==> src/rtl/imem_loader_pkg.sv <==
// Shared types and constants for the boot-time instruction-memory loader.
package imem_loader_pkg;

   localparam int unsigned BYTE_W        = 8;
   localparam int unsigned ADDR_W        = 8;
   localparam int unsigned REM_W         = 9;
   localparam int unsigned WCNT_W        = 7;
   localparam int unsigned MAX_WORDS_DEF = 64;

   typedef enum logic [2:0] {
      IDLE  = 3'd0,
      LEN   = 3'd1,
      DATA  = 3'd2,
      CHECK = 3'd3,
      DONE  = 3'd4,
      ERR   = 3'd5
   } state_t;

   // One beat on the ROM byte write port.
   typedef struct packed {
      logic              we;
      logic [ADDR_W-1:0] addr;
      logic [BYTE_W-1:0] data;
   } mem_wr_t;

   // A length byte is usable when it is non-zero and fits the ROM.
   function automatic logic len_ok(input logic [BYTE_W-1:0] n, input int unsigned max_words);
      return (n != '0) && (32'(n) <= max_words);
   endfunction

endpackage

==> src/rtl/xor_checksum.sv <==
// Running XOR of accepted data bytes, with synchronous clear taking priority over enable.
module xor_checksum
   import imem_loader_pkg::*;
(
   input  logic              Clk,
   input  logic              Clr,
   input  logic              clear,
   input  logic              en,
   input  logic [BYTE_W-1:0] din,
   output logic [BYTE_W-1:0] sum
);

   logic [BYTE_W-1:0] sum_q;
   logic [BYTE_W-1:0] sum_d;

   always_comb begin
      sum_d = sum_q;
      if (clear) begin
         sum_d = '0;
      end else if (en) begin
         sum_d = sum_q ^ din;
      end
   end

   always_ff @(posedge Clk or negedge Clr) begin
      if (!Clr) begin
         sum_q <= '0;
      end else begin
         sum_q <= sum_d;
      end
   end

   assign sum = sum_q;

endmodule

==> src/rtl/imem_loader.sv <==
// Boot-time loader: parses a length-prefixed, XOR-checked byte stream and writes
// it sequentially into the instruction ROM while holding the fetch stage.
module imem_loader
   import imem_loader_pkg::*;
#(
   parameter int unsigned MAX_WORDS = MAX_WORDS_DEF
)(
   input  logic              Clk,
   input  logic              Clr,
   input  logic              Start,
   input  logic [BYTE_W-1:0] In_Data,
   input  logic              In_Valid,
   output logic              In_Ready,
   output logic              Mem_WE,
   output logic [ADDR_W-1:0] Mem_A,
   output logic [BYTE_W-1:0] Mem_D,
   output logic              Hold,
   output logic              Done,
   output logic              Error,
   output logic [WCNT_W-1:0] Words_Loaded
);

   state_t            state_q, state_d;
   logic [ADDR_W-1:0] addr_q, addr_d;
   logic [REM_W-1:0]  rem_q, rem_d;
   logic [WCNT_W-1:0] words_q, words_d;
   mem_wr_t           wr_q, wr_d;
   logic              hold_q, hold_d;
   logic              done_q, done_d;
   logic              error_q, error_d;

   logic              ck_clear;
   logic              ck_en;
   logic [BYTE_W-1:0] ck_sum;
   logic              xfer_c;

   assign In_Ready = (state_q == LEN) || (state_q == DATA) || (state_q == CHECK);
   assign xfer_c   = In_Valid & In_Ready;

   xor_checksum u_xor_checksum (
      .Clk   (Clk),
      .Clr   (Clr),
      .clear (ck_clear),
      .en    (ck_en),
      .din   (In_Data),
      .sum   (ck_sum)
   );

   // Next-state, counters and write-port beat.
   always_comb begin
      state_d  = state_q;
      addr_d   = addr_q;
      rem_d    = rem_q;
      words_d  = words_q;
      wr_d     = wr_q;
      wr_d.we  = 1'b0;
      ck_clear = 1'b0;
      ck_en    = 1'b0;

      case (state_q)
         IDLE, DONE, ERR: begin
            if (Start) begin
               state_d  = LEN;
               addr_d   = '0;
               rem_d    = '0;
               words_d  = '0;
               ck_clear = 1'b1;
            end
         end
         LEN: begin
            if (xfer_c) begin
               if (len_ok(In_Data, MAX_WORDS)) begin
                  rem_d   = REM_W'(In_Data) << 2;
                  state_d = DATA;
               end else begin
                  state_d = ERR;
               end
            end
         end
         DATA: begin
            if (xfer_c) begin
               wr_d.we   = 1'b1;
               wr_d.addr = addr_q;
               wr_d.data = In_Data;
               addr_d    = addr_q + ADDR_W'(1);
               rem_d     = rem_q - REM_W'(1);
               ck_en     = 1'b1;
               if (addr_q[1:0] == 2'b11) begin
                  words_d = words_q + WCNT_W'(1);
               end
               if (rem_q == REM_W'(1)) begin
                  state_d = CHECK;
               end
            end
         end
         CHECK: begin
            if (xfer_c) begin
               state_d = (In_Data == ck_sum) ? DONE : ERR;
            end
         end
         default: begin
            state_d = IDLE;
         end
      endcase

      // Status flags follow the state being entered so they land with it.
      hold_d  = (state_d != DONE);
      done_d  = (state_d == DONE);
      error_d = (state_d == ERR);
   end

   always_ff @(posedge Clk or negedge Clr) begin
      if (!Clr) begin
         state_q <= IDLE;
         addr_q  <= '0;
         rem_q   <= '0;
         words_q <= '0;
         wr_q    <= '0;
         hold_q  <= 1'b1;
         done_q  <= 1'b0;
         error_q <= 1'b0;
      end else begin
         state_q <= state_d;
         addr_q  <= addr_d;
         rem_q   <= rem_d;
         words_q <= words_d;
         wr_q    <= wr_d;
         hold_q  <= hold_d;
         done_q  <= done_d;
         error_q <= error_d;
      end
   end

   assign Mem_WE       = wr_q.we;
   assign Mem_A        = wr_q.addr;
   assign Mem_D        = wr_q.data;
   assign Hold         = hold_q;
   assign Done         = done_q;
   assign Error        = error_q;
   assign Words_Loaded = words_q;

endmodule

==> config.mk <==
export PLATFORM = sky130hd
export DESIGN_NAME = imem_loader
export DESIGN_NICKNAME = d
export VERILOG_FILES = /design/src/rtl/imem_loader_pkg.sv /design/src/rtl/xor_checksum.sv /design/src/rtl/imem_loader.sv
export SDC_FILE = /design/constraint.sdc
export NUM_CORES = 1
export LEC_CHECK = 0
export BUFFER_PORTS_ARGS = -buffer_cell sky130_fd_sc_hd__buf_2
export CAP_MARGIN = 25
export CORE_ASPECT_RATIO = 0.9
export CORE_UTILIZATION = 44
export DETAILED_ROUTE_END_ITERATION = 12
export PLACE_DENSITY = 0.66
export RECOVER_POWER = 25
export SLEW_MARGIN = 30
export SYNTH_ARGS = -nofsm -noshare
export SYNTH_HDL_FRONTEND = slang
export SYNTH_HIERARCHICAL = 1
export SYNTH_SLANG_ARGS = --single-unit
==> constraint.sdc <==
create_clock -name Clk -period 1.8 [get_ports Clk]
set_input_delay 0.36 -clock Clk [delete_from_list [all_inputs] [get_ports Clk]]
set_output_delay 0.36 -clock Clk [all_outputs]
set_load 0.01 [all_outputs]
# [Word level (Yosys, flattened, before mapping)]
# Index checks and enable logic that the tools add are counted.
[classes] n_addsub=3 mul=0 n_div=0 n_lt_le_gt_ge=1 eq_ne=16 shifts=0 muxes=28 bitwise=2 reduce_logical=13
[op_table] operator="two-way mux 9 bit" count=4
[op_table] operator="two-way mux 17 bit" count=2
[op_table] operator="two-way mux 8 bit" count=4
[op_table] operator="one-hot mux 9 bit (3 select lines)" count=1
[op_table] operator="two-way mux 7 bit" count=3
[op_table] operator="two-way mux 3 bit" count=6
[op_table] operator="one-hot mux 8 bit (2 select lines)" count=1
[op_table] operator="one-hot mux 7 bit (2 select lines)" count=1
[op_table] operator="== test 3 bit (second input constant)" count=4
[op_table] operator="one-hot mux 3 bit (4 select lines)" count=1
[op_table] operator="== test 9 x 1 -> 1 bit (second input constant)" count=1
[op_table] operator="subtractor 9 x 1 -> 9 bit (second input constant)" count=1
[op_table] operator="adder 8 x 1 -> 8 bit (second input constant)" count=1
[op_table] operator="== test 8 bit" count=1
[op_table] operator="<= comparator 8 x 7 -> 1 bit (second input constant)" count=1
[op_table] operator="nonzero test 8 bit" count=1
[op_table] operator="XOR 8 bit" count=1
[op_table] operator="adder 7 x 1 -> 7 bit (second input constant)" count=1
[op_table] operator="== test 3 x 2 -> 1 bit (second input constant)" count=2
[op_table] operator="!= test 2 bit (second input constant)" count=3
[op_table] operator="two-way mux 1 bit" count=5
[op_table] operator="AND reduction 5 bit" count=1
[op_table] operator="!= test 2 x 1 -> 1 bit (second input constant)" count=2
[op_table] operator="AND reduction 4 bit" count=1
[op_table] operator="other kinds (12)" count=14
[word_totals] ff_bits=55 latchBits=0 ram_bits=0 mem_bits_ro=0 in_bits=12 out_inout_bits=28 word_cells=74 memories=0

# [Longest topological paths before layout]
[logic_depth] word_depth=8 depth_mapped=9 ltp_nobuf=7

# [Hierarchy]
# Netlist, hierarchy kept.
[modules_own_cells] module="imem_loader" n_inst=1 cells_each=233 area_per_inst_um2=2421.1 seq_area_each_um2=1177.4
[modules_own_cells] module="xor_checksum" n_inst=1 cells_each=35 area_per_inst_um2=406.6 seq_area_each_um2=200.2

# [Worst setup path before layout]
# OpenSTA, ideal clock, no wires.
[synth_path] path_kind="flip-flop to flip-flop" from="register state_q[2]" to="register u_xor_checksum.sum_q[6] (netlist: u_xor_checksum/sum[6])" setup_ns=0.132 arrival_ns=1.860 required_time_ns=1.668 slack_ns=-0.193 stages_incl_launch_ff=10 path_buffers=4 synth_period_minus_slack_ns=1.993 cell_sequence="dfrtp_1 > nand2b_1 > or3_1 > inv_1 > buf_2 > buf_2 > buf_6 > buf_6 > a21bo_1 > a21oi_1"
[synth_between] elab_chain_len=7 elab_cells_between_ends=15 classes_between="5 x eq/ne; 4 x mux; 1 x bitwise; 5 x reduce/logical"
[synth_lines] item="start, declared" line_no="imem_loader.sv:23" source="state_t state_q, state_d;"
[synth_lines] item="start signal, assigned" line_no="imem_loader.sv:123" source="state_q <= state_d;"
[synth_lines] item="== test 3 x 1 -> 1 bit / == test 3 x 2 -> 1 bit (equally long branches)" line_no="imem_loader.sv:37, imem_loader.sv:60"
[synth_lines] item="logical OR 1 bit (2 in series)" line_no="imem_loader.sv:37" source="assign In_Ready = (state_q == LEN) || (state_q == DATA) || (state_q == CHECK);"
[synth_lines] item="AND 1 bit" line_no="imem_loader.sv:38" source="assign xfer_c = In_Valid & In_Ready;"
[synth_lines] item="two-way mux 1 bit" line_no="imem_loader.sv:81" source="if (xfer_c) begin"
[synth_lines] item="two-way mux 1 bit *" line_no="imem_loader.sv:60" source="case (state_q)"
[synth_lines] item="via ck_en" line_no="imem_loader.sv:33" source="logic ck_en;"
[synth_lines] item="nonzero test 2 bit (no line) *"
[synth_lines] item="end signal, assigned" line_no="xor_checksum.sv:29" source="sum_q <= sum_d;"
[synth_lines] item="end, declared" line_no="xor_checksum.sv:13" source="logic [BYTE_W-1:0] sum_q;"
# The timed path passes the listed nets; every way through them passes the cells marked *.
# A chain may end at the register's enable or synchronous reset.

# [Worst setup path in the final report]
[layout_path] from="input port In_Data[0]" to="register hold_q (netlist: Hold)"
[layout_between] elab_chain_len=6 elab_cells_between_ends=10 classes_between="1 x order compare; 2 x eq/ne; 5 x mux; 2 x reduce/logical"
[layout_lines] item="start, declared" line_no="imem_loader.sv:11" source="input logic [BYTE_W-1:0] In_Data,"
[layout_lines] item="<= comparator 8 x 7 -> 1 bit / nonzero test 8 bit (equally long branches)" line_no="imem_loader_pkg.sv:28" source="return (n != '0) && (32'(n) <= max_words);"
[layout_lines] item="logical AND 1 bit *" line_no="imem_loader_pkg.sv:28"
[layout_lines] item="two-way mux 3 bit *" line_no="imem_loader.sv:72" source="if (len_ok(In_Data, MAX_WORDS)) begin"
[layout_lines] item="two-way mux 3 bit *" line_no="imem_loader.sv:71" source="if (xfer_c) begin"
[layout_lines] item="one-hot mux 3 bit (4 select lines) *" line_no="imem_loader.sv:60"
[layout_lines] item="via state_d[2]" line_no="imem_loader.sv:23"
[layout_lines] item="!= test 3 bit *" line_no="imem_loader.sv:107" source="hold_d = (state_d != DONE);"
[layout_lines] item="via hold_d" line_no="imem_loader.sv:28" source="logic hold_q, hold_d;"
[layout_lines] item="end signal, assigned" line_no="imem_loader.sv:128" source="hold_q <= hold_d;"
[layout_lines] item="end, declared" line_no="imem_loader.sv:28"
# Marked as above.

==> metrics.md <==
| Metric | Value |
|---|---|
| Die height | just under 80 um |
| Sequential cell area fraction in the yosys report | 48.72% |
| Final Wtd Congestion | approximately 0.9 |
| Post-detailed-route DRC marker count | 0 |
| Fin crit share | slightly below 100% |
| Peak Freq | about 580 MHz |
| Final global-route overflow total | 0 |
| Post-synth EDFFs | 0 |
| Share of synthesized cell area in full adder, half adder and majority cells | under 10% |
| Half-perimeter wire length after detailed placement | approximately 4400 um |
| Clock tree skew after final layout | between 5 and 6 ps |
| Final ANT Viol Nets | 0 |
| Initial antenna violation count | 0 |
| Initial cell density of the core | between 40 and 50% |
| Global router's overall resource usage | between 15 and 20% |
| Critical path arrival | between 1500 and 2000 ps |
| Initial detailed-routing violation count | 235 |
| Count of antenna diodes in the layout | 0 |
| # clock sinks | 55 |
| Synthesized instance count | 268 |
| Post-Synth XOR/XNOR Area | ~5.6% |
| Area of the die | 6751 um^2 |
| Maximum net fanout on the critical path | 4 |
| RSZ-0062 raised after global routing | true |
| Leakage power figure | ~1.6 nW |
| Place WS | -260.8 ps |
| Pins over their slew limit | 0 |
| Horizontal die dimension | 86.50 um |
| Final setup margin | roughly 67 ps |
| Number of synthesis warnings | 6 |
| Placement Rows | 27 |
| Drt via density | 5.374 |
| Vias | 2241 |
| Dpl cells | slightly above 400 |
| Post-synthesis mux area share | under 10% |
| Maximum number of pins on one net before global-route repair | between 40 and 50 |
| Wire length of the first global-routing pass | between 10000 and 15000 um |
| Max rail drop VDD | between 0.7 and 0.8 mV |
| Cell taking the most area after synthesis | sky130_fd_sc_hd__dfrtp_1 |
| Port buffer count | 39 |
| FF+latch count, synth | 55 |
| Synthesized Nets | 284 |
| CTS HTree Levels | 2 |
| Type of destination of the critical path | flop |
| Per-cell routed wire length | 14.58 um |
| Area overhead of the layout relative to synthesis | 21.86% |
| Vias in the first global route | 2068 |
| Clock tree from TritonCTS | yes |
| Main synth FF type | sky130_fd_sc_hd__dfrtp_1 |
| Clk Tree Root Cell | sky130_fd_sc_hd__clkbuf_8 |
| Slew Limit Headroom | between 40% and 50% |
| Leading cell type in the layout, fill and taps excluded | sky130_fd_sc_hd__dfrtp_1 |
| Outcome | finished clean |
| CTS clk-pin slew, worst paths | 100 ps |
| Detailed-routing iteration count for the pre-antenna-repair pass | 4 |
| Top cells by area in the synthesized netlist | sky130_fd_sc_hd__dfrtp_1 48%, sky130_fd_sc_hd__mux2_2 6.4%, sky130_fd_sc_hd__xor2_1 4.0% |
| Proportion of register bits with asynchronous set or reset after synthesis | 100.0% |
| Total count of hold-check failures in the final report | 0 |
| Final critical path time including I/O delays and setup | ~1700 ps |
| Fraction of synthesized cell area taken by the top area cell type | a little under half |
| Area fraction in and, or, nand and nor cells after synthesis | roughly 17% |
| Worst hold path class | input pin to flop |
| Count of pins on the block boundary | 40 |
| Layout Nets | between 300 and 400 |
| Post-synthesis area per instance | between 10 and 15 um^2 |
| Final WL | 6078 um |
| Final setup violation count | 0 |
| Highest-count cells in the layout ignoring fill and taps | 54 x sky130_fd_sc_hd__dfrtp_1, 38 x sky130_fd_sc_hd__buf_2, 30 x sky130_fd_sc_hd__nor2_1 |
| Worst slew pin tran | between 800 and 900 ps |
| Number of unique standard cell types used by synthesis | 47 |
| Number of violations of the max-capacitance limit | 0 |
| Clk buf depth | 2 |
| Ratio of cells with drive above 1 in the final layout | about a third |
| Non-Filler Instances | around 420 |
| Critical path class | input pin to flop |
| Critical path required time | between 2000 and 2500 ps |
| Synth Area in Compound Gates | roughly 17% |
| CORE AREA | around 6100 um^2 |
| Source-to-sink clock delay at the later pin of the worst-skew pair | about 310 ps |
| Number of buffers created by CTS | 5 |
| Worst slack on hold paths | between 300 and 400 ps |
| Power density over the cells | about 1300 nW/um^2 |
| Post-Synthesis Cell Area | ~2800 um^2 |
| Largest family of logic cells by synthesized area | compound AO/OA/AOI/OAI gates |
| Critical Path Start Type | input pin |
==> synthesized netlist by cell type (2+ instances only) <==
library cell / n
sky130_fd_sc_hd__a21bo_1: 2
sky130_fd_sc_hd__a21bo_2: 6
sky130_fd_sc_hd__a21oi_1: 18
sky130_fd_sc_hd__a22oi_1: 4
sky130_fd_sc_hd__a41oi_1: 2
sky130_fd_sc_hd__and2_1: 4
sky130_fd_sc_hd__and3_1: 4
sky130_fd_sc_hd__buf_2: 3
sky130_fd_sc_hd__buf_6: 3
sky130_fd_sc_hd__clkbuf_1: 5
sky130_fd_sc_hd__dfrtp_1: 54
sky130_fd_sc_hd__ha_1: 4
sky130_fd_sc_hd__inv_1: 7
sky130_fd_sc_hd__mux2_2: 16
sky130_fd_sc_hd__nand2_1: 11
sky130_fd_sc_hd__nand2b_1: 3
sky130_fd_sc_hd__nand3_1: 4
sky130_fd_sc_hd__nand3b_1: 9
sky130_fd_sc_hd__nor2_1: 30
sky130_fd_sc_hd__nor2b_1: 4
sky130_fd_sc_hd__nor3_1: 7
sky130_fd_sc_hd__nor3b_1: 3
sky130_fd_sc_hd__nor4_1: 3
sky130_fd_sc_hd__o21ai_0: 20
sky130_fd_sc_hd__o31ai_4: 2
sky130_fd_sc_hd__or3_1: 2
sky130_fd_sc_hd__or4_4: 2
sky130_fd_sc_hd__xnor2_1: 5
sky130_fd_sc_hd__xor2_1: 13
==> cell type report <==
class / count / area [um^2]
fill: 559 / 2703
multi-input combinational: 194 / 1398
sequential: 55 / 1378
timing repair buffer: 66 / 422.9
tap: 87 / 108.9
clock buffer: 5 / 68.82
clock inverter: 3 / 43.79
inverter: 7 / 26.28
==> kinds of logic after synthesis <==
| kind of cell | Yosys count |
|---|---|
| buf+inv | 19 |
| simple gates | 89 |
| mux | 17 |
| xor+xnor | 18 |
| compound gates | 66 |
| flops | 55 |
| fa+ha+maj | 4 |
==> state kept, by name, summed over array words and instances (netlist names) <==
register            cells
rem_q                   9
Mem_WE                  1
Hold                    1
Done                    1
state_q                 3
u_xor_checksum/sum      8
Words_Loaded            7
Mem_A                   8
Error                   1
Mem_D                   8
addr_q                  8
==> worst paths after layout <==
check | startpoint | to | slack (ps) | cells after the start
hold / removal | In_Data[6] | u_xor_checksum/sum[6]$_DFFE_PN0P_ | 370 | 3
hold reg to reg | Mem_D[7]$_DFFE_PN0P_ | Mem_D[7]$_DFFE_PN0P_ | 510 | 1
max in group asynchronous | Clr | u_xor_checksum/sum[3]$_DFFE_PN0P_ | 320 | 3
setup reg to reg | state_q[2]$_DFF_PN0_ | addr_q[7]$_DFFE_PN0P_ | 70 | 7
min in group asynchronous | Clr | Words_Loaded[5]$_DFFE_PN0P_ | 640 | 2
setup / recovery | In_Data[0] | Hold$_DFF_PN1_ | 70 | 7
==> per-stage QoR <==
step / instance area (um^2) / total power, mW / util (%) / setup TNS [ps]
final: 3446 / 4.448 / 56.04 / 0
after floorplan: 2846 / 2.887 / - / -328.1
after global routing: 3446 / 4.744 / 56.04 / -2.762
after CTS: 3416 / 4.408 / 55.56 / 0
after detailed placement: 3287 / 3.553 / 53.46 / -3031
after global placement: 3287 / 3.521 / 53.46 / -2605
==> power by group <==
group          total [mW]  internal [mW]  leakage (nW)  switching, mW
Sequential           1.70           1.51         0.739          0.190
Clock               0.841          0.415        0.0581          0.426
Combinational        1.91          0.883         0.835           1.02
Total                4.45           2.81          1.63           1.64
==> routing by layer <==
layer	share of wire (%)	vias to the layer above	GRT usage, %	wire length [um]
li1	-	1076	-	-
met1	49	1110	28.54	2949
met2	47	49	29.05	2848
met3	3.8	6	4.101	231
met4	0.79	0	4.667	48
met5	0	-	0	0
==> critical path: stages <==
cell and delay (ps):
sky130_fd_sc_hd__buf_2 100, sky130_fd_sc_hd__or4_4 570, sky130_fd_sc_hd__or4_4 460, sky130_fd_sc_hd__a31oi_4 200, sky130_fd_sc_hd__o32ai_2 130, sky130_fd_sc_hd__inv_1 80, sky130_fd_sc_hd__nand2_1 60
==> timing repair <==
item	4_1_cts	5_1_grt
setup endpoints to repair	3	18
hold buffers	1	0
buffers inserted	0	0
resized for setup	2	10
pin swaps	0	1
endpoints found under the hold margin	13	0
No activity file was read; power rests on OpenSTA's default activity.
